==> config.mk <==
export PLATFORM = sky130hd
export DESIGN_NAME = hazard_stall_unit
export DESIGN_NICKNAME = d
export VERILOG_FILES = /design/src/rtl/pipeline_pkg.sv /design/src/rtl/hazard_stall_unit_multdiv_handshake.sv /design/src/rtl/hazard_stall_unit.sv
export SDC_FILE = /design/constraint.sdc
export NUM_CORES = 1
export LEC_CHECK = 0
export ABC_AREA = 1
export CORE_ASPECT_RATIO = 0.7
export CORE_MARGIN = 2
export CORE_UTILIZATION = 29
export CTS_CLUSTER_DIAMETER = 200
export DETAILED_ROUTE_END_ITERATION = 8
export HOLD_SLACK_MARGIN = 0.1
export PLACE_DENSITY_LB_ADDON = 0.08
export SYNTH_ARGS = -nofsm -noshare
export SYNTH_HDL_FRONTEND = slang
export SYNTH_SLANG_ARGS = --single-unit
==> constraint.sdc <==
create_clock -name clock -period 1.1 [get_ports clock]
set_input_delay 0.22 -clock clock [delete_from_list [all_inputs] [get_ports clock]]
set_output_delay 0.22 -clock clock [all_outputs]
set_load 0.05 [all_outputs]
==> src/rtl/pipeline_pkg.sv <==
// Shared pipeline definitions: opcodes, ALU ops, instruction field positions,
// the multdiv FSM state type and the register-read decode helper.
package pipeline_pkg;

    localparam logic [4:0] OP_RTYPE = 5'd0;
    localparam logic [4:0] OP_BNE   = 5'd2;
    localparam logic [4:0] OP_JR    = 5'd4;
    localparam logic [4:0] OP_ADDI  = 5'd5;
    localparam logic [4:0] OP_BLT   = 5'd6;
    localparam logic [4:0] OP_SW    = 5'd7;
    localparam logic [4:0] OP_LW    = 5'd8;

    localparam logic [4:0] ALU_MUL  = 5'd6;
    localparam logic [4:0] ALU_DIV  = 5'd7;

    localparam int OPC_HI   = 31;
    localparam int OPC_LO   = 27;
    localparam int RD_HI    = 26;
    localparam int RD_LO    = 22;
    localparam int RS_HI    = 21;
    localparam int RS_LO    = 17;
    localparam int RT_HI    = 16;
    localparam int RT_LO    = 12;
    localparam int ALUOP_HI = 6;
    localparam int ALUOP_LO = 2;

    typedef enum logic [1:0] {
        MD_IDLE = 2'd0,
        MD_WAIT = 2'd1,
        MD_DONE = 2'd2
    } md_state_t;

    // True when an instruction with these fields reads register r as a source
    // that must come from the load. sw data (rd) is covered by the memory bypass.
    function automatic logic reads_reg(input logic [4:0] opc, input logic [4:0] rd,
                                       input logic [4:0] rs, input logic [4:0] rt,
                                       input logic [4:0] r);
        logic hit;
        hit = 1'b0;
        case (opc)
            OP_RTYPE:              hit = (rs == r) || (rt == r);
            OP_ADDI, OP_LW, OP_SW: hit = (rs == r);
            OP_BNE, OP_BLT:        hit = (rd == r) || (rs == r);
            OP_JR:                 hit = (rd == r);
            default:               hit = 1'b0;
        endcase
        return hit;
    endfunction

endpackage

==> src/rtl/hazard_stall_unit_multdiv_handshake.sv <==
// Multdiv handshake FSM (IDLE/WAIT/DONE) with result register.
// Optional WAIT watchdog enabled by MULTDIV_TIMEOUT_EN.
module multdiv_handshake
    import pipeline_pkg::*;
#(
    parameter int TIMEOUT_CYCLES = 40
) (
    input  logic        clock,
    input  logic        reset,
    input  logic        i_start_mult,
    input  logic        i_start_div,
    input  logic        i_rdy,
    input  logic [31:0] i_result,
    output logic        o_stall,
    output logic        o_ctrl_mult,
    output logic        o_ctrl_div,
    output logic [31:0] o_md_result,
    output logic        o_md_valid,
    output logic        o_md_timeout
);

    md_state_t   r_state;
    md_state_t   w_state_next;
    logic [31:0] r_md_result;
    logic        w_capture;
    logic        w_expire;
    logic        w_timeout_hit;

`ifdef MULTDIV_TIMEOUT_EN
    localparam int CNT_W = $clog2(TIMEOUT_CYCLES + 1);

    logic [CNT_W-1:0] r_cnt;
    logic             r_timeout;

    // Counter is zero on WAIT entry, so expiry lands on the last allowed WAIT cycle.
    always_ff @(posedge clock) begin
        if (!reset || (r_state != MD_WAIT)) begin
            r_cnt <= '0;
        end else begin
            r_cnt <= r_cnt + CNT_W'(1);
        end
    end

    always_ff @(posedge clock) begin
        if (!reset) begin
            r_timeout <= 1'b0;
        end else if (w_timeout_hit) begin
            r_timeout <= 1'b1;
        end
    end

    assign w_expire     = (r_cnt == CNT_W'(TIMEOUT_CYCLES - 1));
    assign o_md_timeout = r_timeout;
`else
    localparam int unused_timeout_cycles = TIMEOUT_CYCLES;

    assign w_expire     = 1'b0;
    assign o_md_timeout = 1'b0;
`endif

    assign w_timeout_hit = (r_state == MD_WAIT) && !i_rdy && w_expire;

    always_ff @(posedge clock) begin
        if (!reset) begin
            r_state     <= MD_IDLE;
            r_md_result <= '0;
        end else begin
            r_state <= w_state_next;
            if (w_capture) begin
                r_md_result <= i_result;
            end else if (w_timeout_hit) begin
                r_md_result <= '0;
            end
        end
    end

    always_comb begin
        w_state_next = r_state;
        o_stall      = 1'b0;
        o_ctrl_mult  = 1'b0;
        o_ctrl_div   = 1'b0;
        o_md_valid   = 1'b0;
        w_capture    = 1'b0;
        case (r_state)
            MD_IDLE: begin
                if (i_start_mult || i_start_div) begin
                    o_stall      = 1'b1;
                    o_ctrl_mult  = i_start_mult;
                    o_ctrl_div   = i_start_div;
                    w_state_next = MD_WAIT;
                end
            end
            MD_WAIT: begin
                o_stall = 1'b1;
                if (i_rdy) begin
                    w_capture    = 1'b1;
                    w_state_next = MD_DONE;
                end else if (w_expire) begin
                    w_state_next = MD_DONE;
                end
            end
            MD_DONE: begin
                o_md_valid   = 1'b1;
                w_state_next = MD_IDLE;
            end
            default: w_state_next = MD_IDLE;
        endcase
        // Held reset keeps the interlock quiet so an abandoned op cannot re-pulse.
        if (!reset) begin
            o_stall     = 1'b0;
            o_ctrl_mult = 1'b0;
            o_ctrl_div  = 1'b0;
            o_md_valid  = 1'b0;
        end
    end

    assign o_md_result = r_md_result;

endmodule

==> src/rtl/hazard_stall_unit.sv <==
// Decode/execute interlock: load-use bubble insertion plus multdiv freeze.
// Build option MULTDIV_TIMEOUT_EN enables the multdiv WAIT watchdog.
module hazard_stall_unit
    import pipeline_pkg::*;
#(
    parameter int TIMEOUT_CYCLES = 40
) (
    input  logic        clock,
    input  logic        reset,
    input  logic [31:0] FDIR,
    input  logic [31:0] DXIR,
    input  logic        flush,
    input  logic        data_resultRDY,
    input  logic [31:0] data_result,
    output logic        stall_fd,
    output logic        stall_dx,
    output logic        nop_dx,
    output logic        nop_xm,
    output logic        ctrl_mult,
    output logic        ctrl_div,
    output logic [31:0] md_result,
    output logic        md_result_valid,
    output logic        md_timeout
);

    logic [4:0] w_fd_opc;
    logic [4:0] w_fd_rd;
    logic [4:0] w_fd_rs;
    logic [4:0] w_fd_rt;
    logic [4:0] w_dx_opc;
    logic [4:0] w_dx_rd;
    logic [4:0] w_dx_aluop;
    logic       w_start_mult;
    logic       w_start_div;
    logic       w_load_use;
    logic       w_lu_active;
    logic       w_md_stall;
    logic       w_unused_ir;

    assign w_fd_opc   = FDIR[OPC_HI:OPC_LO];
    assign w_fd_rd    = FDIR[RD_HI:RD_LO];
    assign w_fd_rs    = FDIR[RS_HI:RS_LO];
    assign w_fd_rt    = FDIR[RT_HI:RT_LO];
    assign w_dx_opc   = DXIR[OPC_HI:OPC_LO];
    assign w_dx_rd    = DXIR[RD_HI:RD_LO];
    assign w_dx_aluop = DXIR[ALUOP_HI:ALUOP_LO];

    assign w_unused_ir = ^{FDIR[RT_LO-1:0], DXIR[RS_HI:ALUOP_HI+1], DXIR[ALUOP_LO-1:0]};

    assign w_start_mult = (w_dx_opc == OP_RTYPE) && (w_dx_aluop == ALU_MUL);
    assign w_start_div  = (w_dx_opc == OP_RTYPE) && (w_dx_aluop == ALU_DIV);

    // r0 never carries a real load value, so a load into r0 cannot create a hazard.
    assign w_load_use = (w_dx_opc == OP_LW) && (w_dx_rd != 5'd0) &&
                        reads_reg(w_fd_opc, w_fd_rd, w_fd_rs, w_fd_rt, w_dx_rd);
    assign w_lu_active = reset && w_load_use && !flush;

    multdiv_handshake #(
        .TIMEOUT_CYCLES (TIMEOUT_CYCLES)
    ) u_multdiv_handshake (
        .clock        (clock),
        .reset        (reset),
        .i_start_mult (w_start_mult),
        .i_start_div  (w_start_div),
        .i_rdy        (data_resultRDY),
        .i_result     (data_result),
        .o_stall      (w_md_stall),
        .o_ctrl_mult  (ctrl_mult),
        .o_ctrl_div   (ctrl_div),
        .o_md_result  (md_result),
        .o_md_valid   (md_result_valid),
        .o_md_timeout (md_timeout)
    );

    // Multdiv freeze wins; a pending load-use is re-evaluated once it releases.
    assign stall_fd = w_md_stall || w_lu_active;
    assign stall_dx = w_md_stall;
    assign nop_dx   = w_lu_active && !w_md_stall;
    assign nop_xm   = w_md_stall;

endmodule

==> results.cfg, run 1 <==
[cells_and_area]
post_layout_nonfiller_instances = 462
fin_util_pct = 74.29
drive_above_1_share_pct = 52.82
finish.instance_area_sq_mm = 0.003988
syn_to_final_growth_pct = 142.4
antennaDiodeCount = 0
nNetsFinal = 489

[routing]
drt_wl_total_microns = 6435
drtIter0Drc = 52
dr_total_vias = 2023
wl_per_cell_microns = 13.93
ant_nets = 0
drcViolationCount = 0
drt-vias-per-instance = 4.379
dr.pass1.iters = 4

[pwr]
pwr-share-clk_pct = 45.5
ir_worst_vdd_v = 0.001029
comb_power_share_pct = 15.3
powerDensity_mw_per_mm2 = 789.3
p_switching_uw = 733.5
intPower_mw = 2.414
pwr-share-seq_pct = 39.2
switching_share_pct = 23.30
leakage_nw = 1.767

[place]
dp_hpwl_microns = 4016
dpl_cell_area_sq_mm = 0.003313
portBuffers = 109
dp_cells = 435
gp_congestion = 0.8664

[sta]
timing.fmax_ghz = 0.6666
setup_slack_ns = -0.4001
hold_viol = 0
maxSlewViolCount = 0
min_period_ns = 1.500
tns_ns = -7.526
period_share_pct = 136.4
rsz0062_at_grt = yes
skew_ns = 0.004936
setup_viol = 40

[floorplanning]
std_cell_rows = 22
die-area_sq_mm = 0.006302
coreArea_sq_mm = 0.005368
die_w_microns = 94.03
die_h_microns = 67.02
start_util_pct = 30.65
io_pins = 140

[worst_setup_path]
critPathRequiredTime_ns = 0.88
crit_type = input pin to output pin
critPathLaunchType = input pin
cp.arrival_ns = 1.28
end_kind = output pin
crit_fanout = 3

[outcome]
violations = negative setup slack
status = complete, but fails checks

[logic_synthesis]
ys_seq_area_share_pct = 41.37
async_reset_ff_share_pct = 0
synth.top_cells.by_area = dfxtp_1 (41%), nor2_1 (19%), o21ai_0 (8.8%), nand2_1 (8.4%), inv_1 (5.5%)
yosys_warnings = 0
yosysTopAreaCell = dfxtp_1
synth_top_area_share_pct = 41.37
syn_avg_cell_area_sq_um = 6.634
ys_ff_latch = 34
syn_area_sq_mm = 0.001645
synth_edf_count = 0
synth_common_cells = nor2_1 (82), nand2_1 (37), dfxtp_1 (34)
ys.flop_type = dfxtp_1
synthesis.instances = 248
synth.most_common_cell = nor2_1
synthesis.nets = 348
synth_cell_type_count = 24

[cts]
clockBufferDepth = 2
cts_tree = done
clk_latency_ns = 0.29
path_clk_slew_ns = 0.08
cts_root_buffer = clkbuf_8
cts_buffers = 5
htreeDepth = 2
clock_sinks = 34

[min_path]
hp-class = input pin to register

[global_route]
antenna_found_initial = 0
track_usage_pct = 21.01
grt_max_degree = 34
grt_overflow = 0
grt_first_pass_wirelength_microns = 10100
grt_pass1_vias = 2031

[run]
maxCapViolCount = 0
kinds of logic after synthesis:
group                  Yosys count  synth area share, %
AND/OR/NAND/NOR                130                31.56
buffers and inverters           38                10.87
AO/OA/AOI/OAI                   37                11.71
flip-flops                      34                41.37
XOR/XNOR                         8                4.259
other                            1               0.2279
worst max-delay path: stages:
cell     delay [ns]
buf_6          0.09
nor3_4         0.19
nand4_1        0.13
buf_4          0.17
a21oi_4        0.16
buf_4          0.14
nor2_4         0.04
buf_12         0.13
metrics by stage:
stage | setup slack [ns] | total power [mW] | hold slack, ns
5_1_grt | -0.4472 | 3.281 | 0.4356
6_report | -0.4001 | 3.147 | 0.4421
3_5_place_dp | -0.9468 | 1.716 | 0.5232
2_1_floorplan | -0.4965 | 1.393 | 0.3041
3_3_place_gp | -0.8920 | 1.714 | 0.5112
4_1_cts | -0.4183 | 3.134 | 0.3484
cells in the final DEF (no fill, tap or decap), types with 3 or more instances in the layout:
cell type         n
buf_12           40
buf_16            4
buf_2             9
buf_4            17
buf_6            12
clkbuf_2          4
clkbuf_8          6
clkdlybuf4s15_1  10
clkdlybuf4s50_1  33
dfxtp_1          13
dfxtp_2          21
dlygate4sd2_1     8
inv_1            19
inv_2             7
nand2_1          32
nand2_2           3
nand2_4           3
nand3_1           3
nor2_1           48
nor2_2           27
nor2_4            8
o21ai_1           9
o21ai_2          24
xnor2_1           4
flip-flops by register name, summed over array words and instances, names as in the netlist:
register and count:
u_multdiv_handshake.r_state 2, u_multdiv_handshake.o_md_result 32
power groups by stage:
stage                     Clock, mW  Combinational [mW]  Sequential (mW)
after global placement            0               0.452             1.26
final                          1.43               0.482             1.23
after detailed placement          0               0.454             1.26
after floorplan                   0               0.125             1.27
after CTS                      1.44               0.457             1.23
after global routing           1.52               0.524             1.23
metal layers:
layer	track usage (%)	routed length, microns
met2	33.04	3000
met3	6.900	479
met1	27.92	2914
met5	0	0
met4	5.072	40
final timing paths:
path / startpoint / slack, ns / end / cells past startpoint
hold reg to reg: u_multdiv_handshake.o_md_result[14] / 0.53 / u_multdiv_handshake.o_md_result[14] / 2
setup / recovery: DXIR[29] / -0.40 / nop_dx / 8
hold / removal: data_resultRDY / 0.44 / u_multdiv_handshake.r_state[0] / 3
setup reg to reg: u_multdiv_handshake.r_state[0] / -0.20 / u_multdiv_handshake.o_md_result[10] / 8
what timing repair did:
action / CTS / global route
gates resized for setup: 199 / 65
setup buffers: 12 / 4
gates cloned: 4 / 2
hold endpoints to repair: 0 / 0
pin swaps: 49 / 34
hold buffers: 0 / 0
setup endpoints to repair: 40 / 53
area by class of cell:
| type | count | area, sq um |
|---|---|---|
| clock buffers | 5 | 68.82 |
| flip-flops and latches | 34 | 706.9 |
| inverters | 27 | 127.6 |
| well taps | 72 | 90.09 |
| clock inverters | 3 | 68.82 |
| repair inverters | 2 | 22.52 |
| multi-input cells | 176 | 1094 |
| repair buffers | 143 | 1809 |
| fillers | 420 | 1380 |
No activity file was read; power rests on OpenSTA's default activity.
==> run 2, diff against run 1 <==
- ABC_CLOCK_PERIOD_IN_PS: default -> 1100
==> results of run 2 <==
No change in the layout: final DEF, timing and power equal those of run 1.
==> run 3, diff against run 2 <==
- SKIP_CTS_REPAIR_TIMING: default -> 1
- SLEW_MARGIN: default -> 20
==> run 3 against run 2 <==
Net effect: the flow still finishes with violations (negative setup slack); via count decreased by 1.1%; count of clock-buffer cells in the layout unchanged; critical path depth shrank 2; design area fell by 1.3%; non-clock buffer count fell by 10; critical path type unchanged; critical endpoint is now ctrl_mult; largest power group unchanged.
==> results.cfg, run 3 (synthesized netlist as in run 1, its figures left out) <==
[outcome]
status = complete, but fails checks
violations = negative setup slack

[pwr]
powerDensity_mw_per_mm2 = 799.1
leakage_nw = 1.880
ir_worst_vdd_v = 0.001015

[global_route]
use_met3_pct = 7.353
grt_overflow = 0
antenna_found_initial = 0
grt_pass1_vias = 1757
grt_max_degree = 34
grt_first_pass_wirelength_microns = 8514
track_usage_pct = 17.47
use_met2_pct = 26.16
grtUsageMet1_pct = 23.18
top_usage_layer = met2

[floorplanning]
die_w_microns = 94.03
io_pins = 140
coreArea_sq_mm = 0.005368
die-area_sq_mm = 0.006302
start_util_pct = 30.65
die_h_microns = 67.02
std_cell_rows = 22

[worst_setup_path]
max_stage_delay_ns = 0.31
cp.arrival_ns = 1.29
critPathRequiredTime_ns = 0.88
cp_top_family = simple AND/OR/NAND/NOR gates
crit_fanout = 2
crit_type = input pin to output pin
critPathSlowestCell = nor4_4
rr_startpoint = u_multdiv_handshake.r_state[0]
end_kind = output pin
rr_endpoint = u_multdiv_handshake.o_md_result[0]
cp_num_buf_inv = 3
crit_chain = buf_6 > nor3_4 > nand4_1 > buf_4 > nor4_4 > buf_12
r2r_cells = 7
rrSetupSlack_ns = -0.12
critPathLaunchType = input pin

[min_path]
hp-class = input pin to register
whs_path_depth = 4
hold_path_end = u_multdiv_handshake.o_md_result[30]
worstHoldStart = reset

[cts]
path_clk_slew_ns = 0.08
cts_buffers = 5
clock_sinks = 34
cts_root_buffer = clkbuf_8
clk_latency_ns = 0.29
clockBufferDepth = 2
cts_tree = done
htreeDepth = 2

[sta]
skew_ns = 0.004548
setup_slack_ns = -0.4109
hold_viol = 0
min_period_ns = 1.511
setup_viol = 39
period_share_pct = 137.4
timing.fmax_ghz = 0.6619
maxSlewViolCount = 0
rsz0062_at_grt = yes

[cells_and_area]
antennaDiodeCount = 0
largest_reg_flops = 32
post_layout_nonfiller_instances = 453
mostFrequentLayoutCell = nor2_1
drive_above_1_share_pct = 44.62
finish.instance_area_sq_mm = 0.003936
fillCellCount = 425
mostFrequentLayoutCells = nor2_1 (47), buf_12 (40), clkdlybuf4s50_1 (34)
syn_to_final_growth_pct = 139.2
nNetsFinal = 480

[place]
dpl_cell_area_sq_mm = 0.003313
dp_cells = 435
gp_congestion = 0.8664
portBuffers = 109
dp_hpwl_microns = 4016

[routing]
wl_per_cell_microns = 13.72
dr.pass1.iters = 4
dr_total_vias = 2001
drt-vias-per-instance = 4.417
ant_nets = 0
drt_wl_total_microns = 6217
drcViolationCount = 0
drtIter0Drc = 78

[run]
maxCapViolCount = 0
run 3: changes by cell type in the layout (fill, tap and decap cells not counted), moves of 13 or more:
| cell | previous run | this run |
|---|---|---|
| o21ai_0 | 0 | 15 |
| dfxtp_2 | 21 | 7 |
| dlymetal6s2s_1 | 0 | 23 |
| dfxtp_1 | 13 | 26 |
run 3: report_power, final:
part / internal [mW] / total, mW / switching, mW
registers: 1.23 / 1.23 / 0.00212
logic: 0.287 / 0.497 / 0.210
clock network: 0.909 / 1.42 / 0.509
total: 2.42 / 3.15 / 0.722
run 3: through the flow:
step | setup slack [ns] | power [mW] | util [%] | hold slack, ns | TNS [ns]
global placement | -0.8920 | 1.714 | 61.72 | 0.5112 | -18.69
detailed placement | -0.9468 | 1.716 | 61.72 | 0.5232 | -19.57
global route | -0.4651 | 3.279 | 73.33 | 0.4703 | -8.600
CTS | -0.9577 | 3.133 | 64.29 | 0.4954 | -9.180
finish | -0.4109 | 3.145 | 73.33 | 0.4654 | -7.361
floorplan | -0.4965 | 1.393 | - | 0.3041 | -4.073
run 3: layout make-up:
cell class                 count  area (sq um)  area share [%]
clock inverter                 3         68.82           1.748
sequential                    34         693.2           17.61
clock buffer                   5         68.82           1.748
timing repair buffer         133          1744           44.31
inverter                      27         113.9           2.893
timing repair inverter         3         47.55           1.208
multi-input combinational    176          1110           28.19
tap                           72         90.09           2.289
run 3: metal layers:
metal | part of all wire [%] | up-vias
met1 | 45 | 903
met2 | 46 | 61
met5 | 0 | -
met4 | 0.64 | 0
met3 | 8.1 | 4
li1 | - | 1033
run 3: worst max path at each step:
stage / start / endpoint / slack [ns] / cells past startpoint
after floorplan: DXIR[28] / stall_fd / -0.50 / 5
after global placement: DXIR[22] / nop_dx / -0.89 / 12
after detailed placement: DXIR[22] / nop_dx / -0.95 / 12
after CTS: DXIR[22] / nop_dx / -0.96 / 12
after global routing: DXIR[24] / nop_dx / -0.47 / 9
final: DXIR[28] / ctrl_mult / -0.41 / 6
run 3: worst register-to-register path, cell delays in order (launching register included):
cell and delay (ns):
dfxtp_4 0.37, buf_6 0.10, nand2_4 0.05, nor2_4 0.19
buf_6 0.15, buf_8 0.13, o21ai_2 0.06, nor2_1 0.12
